===== src/rtl/risc_spm_ctrl_gen.sv =====
// Control unit for the RISC SPM processor, with a parametrised register file.
// It runs fetch/decode/execute, traps illegal opcodes, supports HALT and waits on memory.
module risc_spm_ctrl_gen #(
    parameter int WORD_W    = 8,
    parameter int REG_SEL_W = 2,
    parameter int SEL1_W    = REG_SEL_W + 1
) (
    input  logic                      clk,
    input  logic                      rst,
    input  logic [WORD_W-1:0]         instruction,
    input  logic                      zflag,
    input  logic                      mem_ready,
    output logic [2**REG_SEL_W-1:0]   load_r,
    output logic                      load_pc,
    output logic                      inc_pc,
    output logic                      load_ir,
    output logic                      load_add_r,
    output logic                      load_reg_y,
    output logic                      load_reg_z,
    output logic                      write,
    output logic [SEL1_W-1:0]         sel_bus_1_mux,
    output logic [1:0]                sel_bus_2_mux,
    output logic                      halted,
    output logic                      err
);

    localparam int NUM_REGS = 2**REG_SEL_W;

    localparam logic [SEL1_W-1:0] SEL1_PC   = SEL1_W'(NUM_REGS);
    localparam logic [1:0]        BUS2_ALU  = 2'd0;
    localparam logic [1:0]        BUS2_BUS1 = 2'd1;
    localparam logic [1:0]        BUS2_MEM  = 2'd2;

    localparam logic [3:0] OP_NOP  = 4'd0;
    localparam logic [3:0] OP_ADD  = 4'd1;
    localparam logic [3:0] OP_SUB  = 4'd2;
    localparam logic [3:0] OP_AND  = 4'd3;
    localparam logic [3:0] OP_NOT  = 4'd4;
    localparam logic [3:0] OP_RD   = 4'd5;
    localparam logic [3:0] OP_WR   = 4'd6;
    localparam logic [3:0] OP_BR   = 4'd7;
    localparam logic [3:0] OP_BRZ  = 4'd8;
    localparam logic [3:0] OP_HALT = 4'd9;

    typedef enum logic [3:0] {
        S_IDLE = 4'd0,
        S_FET1 = 4'd1,
        S_FET2 = 4'd2,
        S_DEC  = 4'd3,
        S_EX1  = 4'd4,
        S_RD1  = 4'd5,
        S_RD2  = 4'd6,
        S_WR1  = 4'd7,
        S_WR2  = 4'd8,
        S_BR1  = 4'd9,
        S_BR2  = 4'd10,
        S_HALT = 4'd11
    } state_t;

    state_t                 state_r;
    state_t                 state_next_s;
    logic                   err_r;
    logic                   set_err_s;

    logic [3:0]             opcode_s;
    logic [REG_SEL_W-1:0]   src_s;
    logic [REG_SEL_W-1:0]   dst_s;

    assign opcode_s = instruction[WORD_W-1 -: 4];
    assign src_s    = instruction[2*REG_SEL_W-1:REG_SEL_W];
    assign dst_s    = instruction[REG_SEL_W-1:0];

    // Decode a register index into a one-hot load strobe; a single bit is ever set.
    function automatic logic [NUM_REGS-1:0] reg_strobe(input logic [REG_SEL_W-1:0] idx);
        logic [NUM_REGS-1:0] vec;
        vec = '0;
        for (int i = 0; i < NUM_REGS; i++) begin
            vec[i] = (idx == REG_SEL_W'(i));
        end
        return vec;
    endfunction

    // State register with synchronous active-low reset.
    always_ff @(posedge clk) begin
        if (!rst) begin
            state_r <= S_IDLE;
        end else begin
            state_r <= state_next_s;
        end
    end

    // Sticky illegal-opcode flag, cleared only by reset.
    always_ff @(posedge clk) begin
        if (!rst) begin
            err_r <= 1'b0;
        end else if (set_err_s) begin
            err_r <= 1'b1;
        end else begin
            err_r <= err_r;
        end
    end

    assign err = err_r;

    // Next-state and decoded strobes; everything idles at 0 unless a state drives it.
    always_comb begin
        state_next_s  = state_r;
        set_err_s     = 1'b0;
        load_r        = '0;
        load_pc       = 1'b0;
        inc_pc        = 1'b0;
        load_ir       = 1'b0;
        load_add_r    = 1'b0;
        load_reg_y    = 1'b0;
        load_reg_z    = 1'b0;
        write         = 1'b0;
        sel_bus_1_mux = '0;
        sel_bus_2_mux = BUS2_ALU;
        halted        = 1'b0;

        case (state_r)
            S_IDLE: begin
                state_next_s = S_FET1;
            end
            S_FET1: begin
                sel_bus_1_mux = SEL1_PC;
                sel_bus_2_mux = BUS2_BUS1;
                load_add_r    = 1'b1;
                state_next_s  = S_FET2;
            end
            S_FET2: begin
                sel_bus_2_mux = BUS2_MEM;
                if (mem_ready) begin
                    load_ir      = 1'b1;
                    inc_pc       = 1'b1;
                    state_next_s = S_DEC;
                end else begin
                    state_next_s = S_FET2;
                end
            end
            S_DEC: begin
                case (opcode_s)
                    OP_NOP: begin
                        state_next_s = S_FET1;
                    end
                    OP_ADD, OP_SUB, OP_AND: begin
                        sel_bus_1_mux = SEL1_W'(src_s);
                        sel_bus_2_mux = BUS2_BUS1;
                        load_reg_y    = 1'b1;
                        state_next_s  = S_EX1;
                    end
                    OP_NOT: begin
                        sel_bus_1_mux = SEL1_W'(src_s);
                        sel_bus_2_mux = BUS2_ALU;
                        load_reg_z    = 1'b1;
                        load_r        = reg_strobe(dst_s);
                        state_next_s  = S_FET1;
                    end
                    OP_RD, OP_WR, OP_BR: begin
                        sel_bus_1_mux = SEL1_PC;
                        sel_bus_2_mux = BUS2_BUS1;
                        load_add_r    = 1'b1;
                        if (opcode_s == OP_RD) begin
                            state_next_s = S_RD1;
                        end else if (opcode_s == OP_WR) begin
                            state_next_s = S_WR1;
                        end else begin
                            state_next_s = S_BR1;
                        end
                    end
                    OP_BRZ: begin
                        if (zflag) begin
                            sel_bus_1_mux = SEL1_PC;
                            sel_bus_2_mux = BUS2_BUS1;
                            load_add_r    = 1'b1;
                            state_next_s  = S_BR1;
                        end else begin
                            // Not taken: step the PC over the branch-target word.
                            inc_pc       = 1'b1;
                            state_next_s = S_FET1;
                        end
                    end
                    OP_HALT: begin
                        state_next_s = S_HALT;
                    end
                    default: begin
                        set_err_s    = 1'b1;
                        state_next_s = S_HALT;
                    end
                endcase
            end
            S_EX1: begin
                sel_bus_1_mux = SEL1_W'(dst_s);
                sel_bus_2_mux = BUS2_ALU;
                load_reg_z    = 1'b1;
                load_r        = reg_strobe(dst_s);
                state_next_s  = S_FET1;
            end
            S_RD1: begin
                sel_bus_2_mux = BUS2_MEM;
                if (mem_ready) begin
                    load_add_r   = 1'b1;
                    inc_pc       = 1'b1;
                    state_next_s = S_RD2;
                end else begin
                    state_next_s = S_RD1;
                end
            end
            S_RD2: begin
                sel_bus_2_mux = BUS2_MEM;
                if (mem_ready) begin
                    load_r       = reg_strobe(dst_s);
                    state_next_s = S_FET1;
                end else begin
                    state_next_s = S_RD2;
                end
            end
            S_WR1: begin
                sel_bus_2_mux = BUS2_MEM;
                if (mem_ready) begin
                    load_add_r   = 1'b1;
                    inc_pc       = 1'b1;
                    state_next_s = S_WR2;
                end else begin
                    state_next_s = S_WR1;
                end
            end
            S_WR2: begin
                // write stays high for the whole memory handshake.
                sel_bus_1_mux = SEL1_W'(src_s);
                write         = 1'b1;
                if (mem_ready) begin
                    state_next_s = S_FET1;
                end else begin
                    state_next_s = S_WR2;
                end
            end
            S_BR1: begin
                sel_bus_2_mux = BUS2_MEM;
                if (mem_ready) begin
                    load_add_r   = 1'b1;
                    state_next_s = S_BR2;
                end else begin
                    state_next_s = S_BR1;
                end
            end
            S_BR2: begin
                sel_bus_2_mux = BUS2_MEM;
                if (mem_ready) begin
                    load_pc      = 1'b1;
                    state_next_s = S_FET1;
                end else begin
                    state_next_s = S_BR2;
                end
            end
            S_HALT: begin
                halted       = 1'b1;
                state_next_s = S_HALT;
            end
            default: begin
                state_next_s = S_IDLE;
            end
        endcase
    end

endmodule


===== config.mk =====
export PLATFORM = sky130hd
export DESIGN_NAME = risc_spm_ctrl_gen
export DESIGN_NICKNAME = d
export VERILOG_FILES = /design/src/rtl/risc_spm_ctrl_gen.sv
export SDC_FILE = /design/constraint.sdc
export NUM_CORES = 1
export LEC_CHECK = 0
export CORE_UTILIZATION = 40
export DETAILED_ROUTE_END_ITERATION = 10
export PLACE_DENSITY = 0.88
export SYNTH_ARGS = -nofsm -noshare
export SYNTH_HDL_FRONTEND = slang
export SYNTH_SLANG_ARGS = --single-unit

===== constraint.sdc =====
create_clock -name clk -period 2.26 [get_ports clk]
set_input_delay 0.452 -clock clk [delete_from_list [all_inputs] [get_ports clk]]
set_output_delay 0.452 -clock clk [all_outputs]
set_load 0.02 [all_outputs]

==> results.py <==
metrics = {
    "status": {
        "outcome": "complete, no violations",
    },
    "sta": {
        "setup_tns_ps": 0,
        "fin_crit_sh": 0.975,
        "skew_ps": 0.268,
        "worst_pin_slew_ps": 295,
        "slew_violations": 0,
        "final-hold-violation-count": 0,
        "finalSetupViolCount": 0,
        "fmax_mhz": 454,
        "layout_min_cycle_time_ps": 2200,
        "slew_headroom": 0.804,
    },
    "placement": {
        "hpwl_um": 1770,
        "gp_congestion": 0.886,
        "port_buffers": 29,
    },
    "drt": {
        "first_pass_iters": 4,
        "viasPerCell": 6.19,
        "drt-initial-drc-count": 39,
        "drtAntennaViolNets": 0,
        "vias": 966,
        "post_drt_wl_per_cell_um": 15.7,
        "drc": 0,
        "routed_wl_um": 2440,
    },
    "critical_path": {
        "worstReg2RegStart": "state_r[2]",
        "startpoint_type": "primary input",
        "r2r-end": "state_r[3]",
        "cp_max_fo": 2,
        "cp.required_ps": 1810,
        "r2r_setup_slack_ps": 930,
        "worst-setup-path-type": "in2out",
        "endpoint_kind": "output pin",
        "reg2reg_depth": 6,
        "worst_ep_arrival_time_ps": 1750,
    },
    "global_route": {
        "grt-ovfl-total": 0,
        "antenna_found_initial": 0,
        "grt_usage": 0.278,
        "grt_pass1_wl_um": 3930,
        "grt_start_max_net_pins": 17,
        "grt_pass1_vias": 897,
    },
    "synth": {
        "synth_seq_cells": 5,
        "synth_ff_type": "dfxtp_1",
        "syn_area_um2": 661,
        "synth_area_leaders": "dfxtp_1 15%, nor2_1 8.5%, nand2_1 5.1%",
        "yosysTopAreaCell": "dfxtp_1",
        "yosys-top-cells-count": "15 x nor2_1, 9 x nand2_1, 5 x dfxtp_1",
        "synth_warnings": 0,
        "synthesis.nets": 107,
        "avgSynthCellArea_um2": 6.95,
        "synth-edff-count": 0,
        "ys_async_sr_fraction": 0,
        "ys_seq_area_frac": 0.152,
        "post-synth-top-count-cell": "nor2_1",
        "netlist_instances": 95,
        "yosys.cell_types.count": 43,
        "synth_top_area_frac": 0.152,
    },
    "die": {
        "coreArea_um2": 1520,
        "die_w_um": 42.6,
        "die_y_um": 42.6,
        "fp.dieArea_um2": 1820,
        "start_util": 0.433,
        "rows": 14,
        "ios": 30,
    },
    "hold_path": {
        "hold_end": "err",
        "worstHoldPathType": "reg2reg",
        "hold_depth": 1,
        "min-delay-start": "err",
    },
    "cts": {
        "clock-sinks": 5,
        "cts_tree": "yes",
        "htree_levels": 1,
        "max-clock-path-buffers": 2,
        "numCtsBuffers": 3,
        "insertion_delay_ps": 250,
        "clkSlewWorstSetupHoldPaths_ps": 40,
        "cts_hold_buffers": 0,
        "cts_root_buffer": "clkbuf_4",
    },
    "power": {
        "finalPower_uw": 509,
        "power_density_nw_per_um2": 460,
        "vdd_drop_max_uv": 347,
        "p_leak_nw": 0.491,
    },
    "finish": {
        "area_growth_pct": 67.2,
        "layout-drive-gt1-share": 0.343,
        "diodes": 0,
        "fin_nets": 153,
    },
    "job": {
        "cap_violations": 0,
    },
}
[worst max-delay path by stage]
stage               slack (ps)               end            from
global route              -0.5  sel_bus_1_mux[2]           zflag
finish                      60  sel_bus_1_mux[2]           zflag
floorplan                 -120         load_r[1]  instruction[6]
global placement          -660         load_r[3]  instruction[6]
detailed placement        -780         load_r[0]  instruction[6]
CTS                          4  sel_bus_1_mux[1]      state_r[2]
[sequential cells by signal, summed over array words and instances, names as in the netlist]
signal / flops
state_r: 4
err: 1
[power by group]
part / total, mW / leakage [nW] / switching (mW) / internal (mW)
sequential: 0.104 / 0.0410 / 0.00600 / 0.0979
combinational: 0.297 / 0.435 / 0.164 / 0.134
clock: 0.108 / 0.0150 / 0.0405 / 0.0670
[cell type report]
class / instances / area (µm²)
Multi-Input combinational cell: 79 / 556
Fill cell: 117 / 419
Timing Repair Buffer: 48 / 388
Sequential cell: 5 / 100
Clock buffer: 4 / 26.3
Tap cell: 16 / 20.0
Inverter: 4 / 15.0
[per-stage QoR]
step | hold slack [ps] | cells | area, µm² | utilization | setup WS, ps
after floorplan | 570 | 95 | 661 | - | -123
after CTS | 489 | 156 | 1110 | 0.727 | 3.91
after global routing | 507 | 156 | 1100 | 0.725 | -0.452
after detailed placement | 474 | 152 | 1080 | 0.709 | -782
after global placement | 450 | 152 | 1080 | 0.709 | -658
final | 502 | 156 | 1100 | 0.725 | 56.4
[cell usage in the layout (no fill, tap or decap), drive strengths merged, types with 2 or more instances in the layout]
| cell | Yosys | layout |
|---|---|---|
| a21oi | 3 | 3 |
| a32o | 2 | 2 |
| and3 | 4 | 4 |
| buf | 4 | 27 |
| clkbuf | 3 | 7 |
| clkdlybuf4s15 | 0 | 3 |
| clkdlybuf4s50 | 0 | 9 |
| dfxtp | 5 | 5 |
| dlygate4sd2 | 0 | 4 |
| dlymetal6s2s | 0 | 2 |
| inv | 4 | 4 |
| nand2 | 9 | 9 |
| nand2b | 4 | 4 |
| nand3 | 2 | 2 |
| nand3b | 2 | 2 |
| nor2 | 16 | 16 |
| nor2b | 2 | 2 |
| nor3 | 3 | 3 |
| nor3b | 2 | 2 |
| o211ai | 3 | 3 |
| o21ai | 3 | 3 |
| o32ai | 2 | 2 |
| or3 | 2 | 2 |
[kinds of logic after synthesis]
family	Yosys count	share of synthesized area
compound gates	27	0.350
mux	1	0.0152
simple gates	51	0.409
buf+inv	11	0.0739
flops	5	0.152
[per-layer routing]
metal / GRT usage / share of wire / vias up
li1: - / - / 450
met1: 0.364 / 0.44 / 458
met2: 0.439 / 0.48 / 49
met3: 0.0517 / 0.054 / 9
met4: 0.119 / 0.029 / 0
met5: 0 / 0 / -
[critical path, cell delays in order]
cell	delay [ps]
clkdlybuf4s50_1	500
nand2_1	100
o221ai_2	210
and3_1	190
clkdlybuf4s15_1	300
[repair_timing]
item,in CTS,in global routing
buffers inserted,0,0
resized for setup,59,12
setup endpoints to repair,14,10
pin swaps,3,1
Note: power is estimated with default switching activity, not from simulation.
